**config.mk**
```make
export PLATFORM = sky130hd
export DESIGN_NAME = seg7_scan_driver
export DESIGN_NICKNAME = d
export VERILOG_FILES = /design/src/rtl/seg7_scan_driver.sv
export SDC_FILE = /design/constraint.sdc
export NUM_CORES = 1
export LEC_CHECK = 0
export ABC_AREA = 0
export BUFFER_PORTS_ARGS = -buffer_cell sky130_fd_sc_hd__buf_2
export CAP_MARGIN = 25
export CORE_MARGIN = 2
export CORE_UTILIZATION = 45
export DETAILED_ROUTE_END_ITERATION = 7
export PLACE_DENSITY_LB_ADDON = 0.15
export SYNTH_ARGS = -nofsm -noshare
export SYNTH_HDL_FRONTEND = slang
export SYNTH_SLANG_ARGS = --single-unit
```
**constraint.sdc**
```tcl
create_clock -name clk -period 5 [get_ports clk]
set_input_delay 0.75 -clock clk [delete_from_list [all_inputs] [get_ports clk]]
set_output_delay 0.75 -clock clk [all_outputs]
set_load 0.1 [all_outputs]
```
**src/rtl/seg7_scan_driver.sv**
```systemverilog
`default_nettype none
// ============================================================================
// Module      : seg7_scan_driver
// Description : Drives a six-digit, time-multiplexed, common-anode 7-segment
//               display from six BCD digits.
//               - The inputs are captured once per frame, so a digit never
//                 changes partway through a scan.
//               - Each digit is decoded from BCD to segments.
//               - All anodes are blanked for one cycle between digits, which
//                 stops the previous digit ghosting onto the next one.
//               Optional macro BLINK_EN: when defined, the alarm input blinks
//               the whole display. When it is undefined, alarm is ignored and
//               no blink logic is built.
// Revision    : 1.0 - initial release
// ============================================================================
module seg7_scan_driver #(
    parameter int SCAN_DIV  = 50000,     // clk cycles per digit slot (>= 2)
    parameter int BLINK_DIV = 12500000   // clk cycles per blink half-period (>= 2)
) (
    input  logic       clk,
    input  logic       rst,
    input  logic [3:0] d0,
    input  logic [3:0] d1,
    input  logic [3:0] d2,
    input  logic [3:0] d3,
    input  logic [3:0] d4,
    input  logic [3:0] d5,
    input  logic [5:0] dp_mask,
    input  logic       alarm,
    output logic [5:0] an,
    output logic [6:0] seg,
    output logic       dp,
    output logic       frame_done
);

    localparam int            c_CNT_W   = (SCAN_DIV > 1) ? $clog2(SCAN_DIV) : 1;
    localparam logic [c_CNT_W-1:0] c_CNT_MAX = c_CNT_W'(SCAN_DIV - 1);
    localparam logic [2:0]    c_IDX_LAST = 3'd5;
    localparam logic [5:0]    c_AN_OFF   = 6'b111111;
    localparam logic [6:0]    c_SEG_OFF  = 7'h7F;

    // Segment pattern for one BCD digit, active-low, bit order g..a.
    // Codes 10..15 are not valid BCD and are shown as a single dash.
    function automatic logic [6:0] f_decode(input logic [3:0] bcd);
        logic [6:0] v;
        case (bcd)
            4'd0:    v = 7'b1000000;
            4'd1:    v = 7'b1111001;
            4'd2:    v = 7'b0100100;
            4'd3:    v = 7'b0110000;
            4'd4:    v = 7'b0011001;
            4'd5:    v = 7'b0010010;
            4'd6:    v = 7'b0000010;
            4'd7:    v = 7'b1111000;
            4'd8:    v = 7'b0000000;
            4'd9:    v = 7'b0010000;
            default: v = 7'b0111111;
        endcase
        return v;
    endfunction

    logic [c_CNT_W-1:0] r_cnt;
    logic [2:0]         r_idx;
    logic [3:0]         r_shadow [0:5];
    logic [5:0]         r_shadow_dp;
    logic [5:0]         r_an;
    logic [6:0]         r_seg;
    logic               r_dp;
    logic               r_frame_done;

    logic               w_tick;
    logic               w_slot_start;
    logic [5:0]         w_an_d;
    logic               w_blank_all;

    assign w_tick       = (r_cnt == c_CNT_MAX);
    assign w_slot_start = (r_cnt == '0);

`ifdef BLINK_EN
    localparam int c_BLK_W = (BLINK_DIV > 1) ? $clog2(BLINK_DIV) : 1;
    localparam logic [c_BLK_W-1:0] c_BLK_MAX = c_BLK_W'(BLINK_DIV - 1);

    logic [c_BLK_W-1:0] r_blink_cnt;
    logic               r_phase;

    // Blink timer: it runs only while alarm is held, and the phase toggles
    // every BLINK_DIV cycles. Phase starts at 0, so the display stays lit for
    // the first half-period after alarm rises.
    always_ff @(posedge clk) begin
        if (rst || !alarm) begin
            r_blink_cnt <= '0;
            r_phase     <= 1'b0;
        end else if (r_blink_cnt == c_BLK_MAX) begin
            r_blink_cnt <= '0;
            r_phase     <= ~r_phase;
        end else begin
            r_blink_cnt <= r_blink_cnt + 1'b1;
        end
    end

    assign w_blank_all = r_phase;
`else
    logic w_unused_blink;

    // alarm has no effect in this build. This term only keeps the port and
    // parameter formally referenced.
    assign w_unused_blink = alarm ^ (BLINK_DIV == 0);
    assign w_blank_all    = 1'b0;
`endif

    // Next anode pattern:
    // - blank on the slot boundary;
    // - select the current digit at the start of its slot;
    // - otherwise hold.
    // A blink blank overrides all of these. Scanning itself carries on
    // underneath the blink.
    always_comb begin
        w_an_d = r_an;
        if (w_tick) begin
            w_an_d = c_AN_OFF;
        end else if (w_slot_start) begin
            w_an_d = ~(6'd1 << r_idx);
        end
        if (w_blank_all) begin
            w_an_d = c_AN_OFF;
        end
    end

    // Scan engine. It advances the prescaler and the digit index, updates the
    // registered display outputs, and takes the per-frame snapshot after the
    // last digit's slot.
    always_ff @(posedge clk) begin
        if (rst) begin
            r_cnt        <= '0;
            r_idx        <= '0;
            r_shadow     <= '{default: 4'd0};
            r_shadow_dp  <= '0;
            r_an         <= c_AN_OFF;
            r_seg        <= c_SEG_OFF;
            r_dp         <= 1'b1;
            r_frame_done <= 1'b0;
        end else begin
            r_an         <= w_an_d;
            r_frame_done <= 1'b0;
            if (w_tick) begin
                r_cnt <= '0;
                r_idx <= (r_idx == c_IDX_LAST) ? 3'd0 : r_idx + 3'd1;
                if (r_idx == c_IDX_LAST) begin
                    r_shadow[0]  <= d0;
                    r_shadow[1]  <= d1;
                    r_shadow[2]  <= d2;
                    r_shadow[3]  <= d3;
                    r_shadow[4]  <= d4;
                    r_shadow[5]  <= d5;
                    r_shadow_dp  <= dp_mask;
                    r_frame_done <= 1'b1;
                end
            end else begin
                r_cnt <= r_cnt + 1'b1;
                if (w_slot_start) begin
                    r_seg <= f_decode(r_shadow[r_idx]);
                    r_dp  <= ~r_shadow_dp[r_idx];
                end
            end
        end
    end

    assign an         = r_an;
    assign seg        = r_seg;
    assign dp         = r_dp;
    assign frame_done = r_frame_done;

endmodule
`default_nettype wire

```
==> results of run 1 <==
==> report_power, final <==
part | leakage (nW) | internal [mW] | switching (mW)
registers | 0.519 | 0.524 | 0.00851
clock network | 0.0906 | 0.220 | 0.194
logic | 0.696 | 0.0320 | 0.124
==> per-layer routing <==
| metal | vias up | GRT usage, % | wire, µm |
|---|---|---|---|
| li1 | 1290 | - | - |
| met1 | 1150 | 24.7 | 3090 |
| met2 | 54 | 28.6 | 2830 |
| met3 | 4 | 3.79 | 293 |
| met4 | 0 | 7.22 | 47 |
| met5 | - | 0 | 0 |
==> cell families after synthesis <==
| family | synth area share (%) |
|---|---|
| buffers and inverters | 4.42 |
| AND/OR/NAND/NOR | 23.8 |
| multiplexers | 6.52 |
| XOR/XNOR | 4.42 |
| adder cells (fa/ha/maj) | 3.78 |
| AO/OA/AOI/OAI | 14.0 |
| flip-flops | 43.1 |
==> stage by stage <==
| stage | utilization, % | total power [mW] | std cells |
|---|---|---|---|
| detailed placement | 50.4 | 0.702 | 456 |
| finish | 53.7 | 1.10 | 473 |
| global placement | 50.2 | 0.701 | 455 |
| global route | 53.7 | 1.15 | 473 |
| floorplan | - | 0.670 | 354 |
| CTS | 53.4 | 1.11 | 472 |
==> worst max-delay path by stage <==
stage	endpoint	startpoint	slack, ns	cells after the start
after floorplan	seg[6]	r_idx[0]	2.68	11
after global placement	seg[6]	r_idx[0]	2.18	9
after detailed placement	seg[6]	r_idx[0]	2.17	9
after CTS	seg[6]	r_idx[0]	2.16	9
after global routing	seg[6]	r_idx[0]	1.92	9
final	seg[6]	r_idx[0]	2.17	9
==> synthesized netlist by cell type (5+ instances only) <==
cell      number
mux4_2         5
ha_1           9
dfxtp_1       64
and3_1        11
buf_2          9
clkbuf_1      11
nand3_1       12
nor2_1        29
a21oi_1       43
nor3_1         8
o21ai_0        5
xor2_1         8
nand2_1       72
xnor2_1        7
mux2i_1        7
inv_1          9
==> critical path: stages, from the launching register on <==
cell	delay, ns
dfxtp_1	0.89
mux4_2	0.62
a21oi_1	0.35
inv_1	0.14
ha_1	0.22
inv_1	0.07
nand2_1	0.05
o211a_1	0.12
a21oi_1	0.16
o31ai_1	0.08
==> sequential cells by signal, summed over array words and instances (netlist names) <==
| signal | cells |
|---|---|
| r_shadow_dp | 6 |
| seg | 7 |
| frame_done | 1 |
| r_shadow | 24 |
| dp | 1 |
| an | 6 |
| r_idx | 3 |
| r_cnt | 16 |
==> area by class of cell <==
class | count | area [µm²]
clock buffers | 12 | 165
clock inverters | 4 | 27.5
fillers | 637 | 2960
inverters | 9 | 33.8
multi-input cells | 259 | 1560
flip-flops and latches | 64 | 1280
well taps | 77 | 96.3
repair buffers | 48 | 260
==> out/results.tsv, run 1 <==
stage	metric	value	unit
synthesis	post_synth.cell_area_avg	8.40	µm²
detailed_routing	drt_wl_total	6260	µm
clock_network	cts_made_buffers	9	
final_layout	mostFrequentLayoutCells	72 x nand2_1, 64 x dfxtp_1, 46 x buf_2	
detailed_routing	wire_per_inst	13.2	µm
sta	post-route-period-util	56.5	%
grt	gr-usage-all-layers	18.3	%
floorplan	rows	29	
critical_path	cp_max_fo	18	
synthesis	synth_flop_cell	dfxtp_1	
detailed_routing	vias_per_cell	5.28	
synthesis	synth.net_count	396	
clock_network	ctsHtreeMaxLevel	3	
grt	antenna_found_initial	0	
detailed_routing	num_vias	2498	
critical_path	cp-start-kind	flip-flop	
final_layout	post_route_cells_drive_above_1_share	18.9	%
detailed_routing	ant_nets	0	
detailed_routing	drt_first_iter_violations	148	
floorplan	die_y	85.3	µm
min_path	min_to	r_shadow_dp[0]	
floorplan	core-area	0.00639	mm²
synthesis	yosys-top-cells-area	dfxtp_1 43%, nand2_1 9.1%, a21oi_1 7.2%, ha_1 3.8%, mux4_2 3.8%	
place	dp_hpwl	4480	µm
detailed_routing	post-route-drc-count	0	
clock_network	holdBufCountCts	0	
final_layout	fin_nets	433	
detailed_routing	dr.pass1.iters	4	
clock_network	cts-resized-gates	0	
critical_path	r2r-end	seg[6]	
sta	finClkSkew	0.00644	ns
floorplan	start_util	46.6	%
synthesis	yosysTopAreaCellShare	43.1	%
place	dp_slack	2.17	ns
final_layout	syn2layout_area_growth	15.2	%
critical_path	r2r_start	r_idx[0]	
synthesis	ys_types	46	
sta	layout_min_cycle_time	2.83	ns
pwr	power.leakage	1.31	nW
synthesis	synthesis.area	0.00298	mm²
sta	max_clock_freq	0.354	GHz
min_path	worstHoldPathType	flip-flop to flip-flop	
floorplan	die_area	0.00728	mm²
final_layout	diodes	0	
floorplan	die_x	85.3	µm
final_layout	design_area	0.00343	mm²
min_path	whs_path_depth	2	
clock_network	clockBufferDepth	2	
grt	grt_pass1_wl	10600	µm
clock_network	clkSinkCount	64	
final_layout	mostFrequentLayoutCell	nand2_1	
sta	whs	0.449	ns
synthesis	ys_ff_latch	64	
critical_path	r2r_cells	9	
min_path	holdCritStartpoint	r_shadow_dp[0]	
place	placed_area	0.00322	mm²
sta	setup_violations	0	
sta	tns	0	ns
critical_path	crit_required	5.21	ns
critical_path	cp.arrival	3.04	ns
synthesis	syn_inst	354	
critical_path	crit_path_end_kind	flip-flop	
synthesis	synth_edf_count	0	
job	maxCapViolations	0	
clock_network	clk_latency	0.33	ns
clock_network	cts_tree	done	
synthesis	yosys_warnings	0	
grt	grt_pass1_vias	2331	
synthesis	yosysSeqAreaShare	43.1	%
sta	slew_headroom	42.2	%
clock_network	cts_setup_buffers	0	
sta	worst_pin_slew	0.866	ns
sta	layout_setup_ws	2.17	ns
grt	grt_max_degree	47	
floorplan	ioPinCount	48	
clock_network	clk_pin_slew_worst_paths	0.07	ns
run_status	status	finished clean	
synthesis	synth_top_area_cell	dfxtp_1	
sta	maxSlewViolCount	0	
sta	rsz0062_at_grt	false	
critical_path	critical_path_class	flip-flop to flip-flop	
clock_network	cts_root_buf	clkbuf_8	
grt	overflow	0	
place	gp_congestion	0.849	
pwr	pwr_density_cell	322	mW/mm²
sta	finalHoldViolCount	0	
pwr	power.ir.vdd_worst	0.194	mV
critical_path	r2r_slack	2.17	ns
synthesis	async_flop_share	0	%
place	portBuffers	46	
Power figures use the tool's default switching activity.
==> inputs of run 2 (changes only) <==
==> constraint.sdc (replaced) <==
create_clock -name clk -period 2.9 [get_ports clk]
set_input_delay 0.435 -clock clk [delete_from_list [all_inputs] [get_ports clk]]
set_output_delay 0.435 -clock clk [all_outputs]
set_load 0.1 [all_outputs]
==> out/results.tsv, run 2 (same netlist as run 1, synthesis figures left out) <==
stage	metric	value	unit	change
pwr	p_sw	0.562	mW	+72%
grt	grt_pass1_vias	2343		+0.51%
grt	antenna_found_initial	0		unchanged
floorplan	die_x	85.3	µm	unchanged
detailed_routing	drt_first_iter_violations	69		-53%
sta	worst_pin_slew	0.847	ns	-0.0198 ns
final_layout	post_route_cells_drive_above_1_share	18.8	%	-0.095 points
sta	setup_violations	0		unchanged
sta	max_clock_freq	0.394	GHz	+12%
detailed_routing	drt_wl_total	6410	µm	+2.4%
final_layout	mostFrequentLayoutCell	nand2_1		
floorplan	start_util	46.6	%	unchanged
pwr	sw_frac_of_total	30.8	%	+1.2 points
final_layout	syn2layout_area_growth	14.1	%	
detailed_routing	dr.pass1.iters	4		unchanged
sta	whs	0.324	ns	-0.126 ns
critical_path	crit_end	seg[6]		
min_path	worstHoldPathType	input pin to flip-flop		
sta	rsz0062_at_grt	false		
pwr	internal_power	1.26	mW	+63%
pwr	power.ir.vdd_worst	0.343	mV	+77%
clock_network	clockBufferDepth	2		unchanged
floorplan	rows	29		unchanged
clock_network	cts_tree	done		
clock_network	cts_made_buffers	9		unchanged
job	maxCapViolations	0		unchanged
critical_path	crit_required	3.13	ns	-2.08 ns
critical_path	cp_max_fo	9		-9
detailed_routing	num_vias	2454		-1.8%
grt	gr-usage-all-layers	19.4	%	+1.2 points
pwr	pwr-share-comb	15.0	%	+0.9 points
clock_network	ctsHtreeMaxLevel	3		unchanged
floorplan	die_y	85.3	µm	unchanged
pwr	pwr_density_cell	538	mW/mm²	+67%
place	portBuffers	46		unchanged
final_layout	largest_register_ffs	24		unchanged
clock_network	cts_root_buf	clkbuf_8		
final_layout	n_fill_cell	629		-1.3%
floorplan	die_area	0.00728	mm²	unchanged
detailed_routing	wire_per_inst	13.5	µm	+1.9%
pwr	pwr-share-clk	34.7	%	-2.8 points
run_status	status	finished clean		
sta	finClkSkew	0.00812	ns	+0.00168 ns
grt	overflow	0		unchanged
floorplan	core-area	0.00639	mm²	unchanged
detailed_routing	vias_per_cell	5.17		-2.2%
detailed_routing	post-route-drc-count	0		unchanged
clock_network	clk_pin_slew_worst_paths	0.07	ns	about the same
critical_path	r2r_cells	9		unchanged
critical_path	r2r-end	seg[6]		
critical_path	crit_path_start	r_idx[0]		
critical_path	critical_path_class	flip-flop to flip-flop		
sta	post-route-period-util	87.4	%	+31 points
sta	slew_headroom	43.6	%	+1.4 points
critical_path	r2r_start	r_idx[0]		
grt	grt_pass1_wl	11000	µm	+3.8%
sta	maxSlewViolCount	0		unchanged
final_layout	mostFrequentLayoutCells	72 x nand2_1, 64 x dfxtp_1, 46 x buf_2		
critical_path	r2r_slack	0.36	ns	-1.81 ns
clock_network	clkSinkCount	64		unchanged
critical_path	cp-start-kind	flip-flop		
clock_network	cts-resized-gates	0		unchanged
clock_network	holdBufCountCts	0		unchanged
place	dp_hpwl	4510	µm	+0.63%
floorplan	ioPinCount	48		unchanged
sta	layout_min_cycle_time	2.54	ns	-0.292 ns
sta	tns	0	ns	unchanged
final_layout	fin_nets	436		+0.69%
clock_network	clk_latency	0.35	ns	+0.02 ns
critical_path	cp.arrival	2.76	ns	-0.28 ns
pwr	seqPwrFrac	50.3	%	+2.0 points
critical_path	crit_path_end_kind	flip-flop		
detailed_routing	ant_nets	0		unchanged
final_layout	diodes	0		unchanged
place	gp_congestion	0.867		+2.1%
clock_network	cts_setup_buffers	0		unchanged
final_layout	top_register	r_shadow		
pwr	power.leakage	1.30	nW	about the same
grt	grt_max_degree	47		unchanged
sta	finalHoldViolCount	0		unchanged
## run 2: stage by stage
stage	worst slack, ns	utilization, %	cell area, µm²	power [mW]	instances
global placement	0.420	50.8	3240	1.21	460
detailed placement	0.382	50.8	3240	1.21	460
global route	0.225	53.2	3400	1.90	475
finish	0.365	53.2	3400	1.83	475
CTS	0.367	53.2	3400	1.85	475
floorplan	0.578	-	2980	1.16	354
## run 2: worst max-delay path: stages, from the launching register on
cell and delay [ns]:
dfxtp_1 0.63, mux4_2 0.59, a21oi_1 0.35, inv_1 0.14
ha_1 0.21, inv_1 0.07, nand2_1 0.05, o211a_1 0.12
a21oi_1 0.17, o31ai_1 0.08
## run 2: per-layer routing
metal / track usage [%] / share of wire [%]
met2: 29.4 / 45
met4: 6.35 / 0.50
met3: 7.59 / 5.5
met1: 25.4 / 49
met5: 0 / 0
## run 2: worst min-delay path by stage
| stage | cells after the start | slack (ns) | start | end |
|---|---|---|---|---|
| after floorplan | 2 | 0.43 | r_shadow[3] | r_shadow[3] |
| after global placement | 2 | 0.44 | r_shadow_dp[3] | r_shadow_dp[3] |
| after detailed placement | 2 | 0.44 | r_shadow[3] | r_shadow[3] |
| after CTS | 3 | 0.30 | d2[2] | r_shadow[14] |
| after global routing | 3 | 0.31 | d3[3] | r_shadow[11] |
| final | 3 | 0.32 | d1[3] | r_shadow[19] |
## run 2: power by group through the flow
stage	clock (mW)	sequential [mW]	combinational [mW]
after floorplan	0	1.09	0.0637
after global placement	0	0.939	0.273
after detailed placement	0	0.939	0.275
after CTS	0.658	0.919	0.275
after global routing	0.692	0.923	0.289
final	0.633	0.919	0.273
## run 2: final cells by class
type / count / area (µm²) / area share [%]
flip-flops and latches: 64 / 1280 / 37.7
multi-input cells: 259 / 1560 / 46.0
inverters: 9 / 33.8 / 0.995
repair buffers: 51 / 268 / 7.89
clock inverters: 4 / 22.5 / 0.663
clock buffers: 11 / 131 / 3.87
well taps: 77 / 96.3 / 2.84
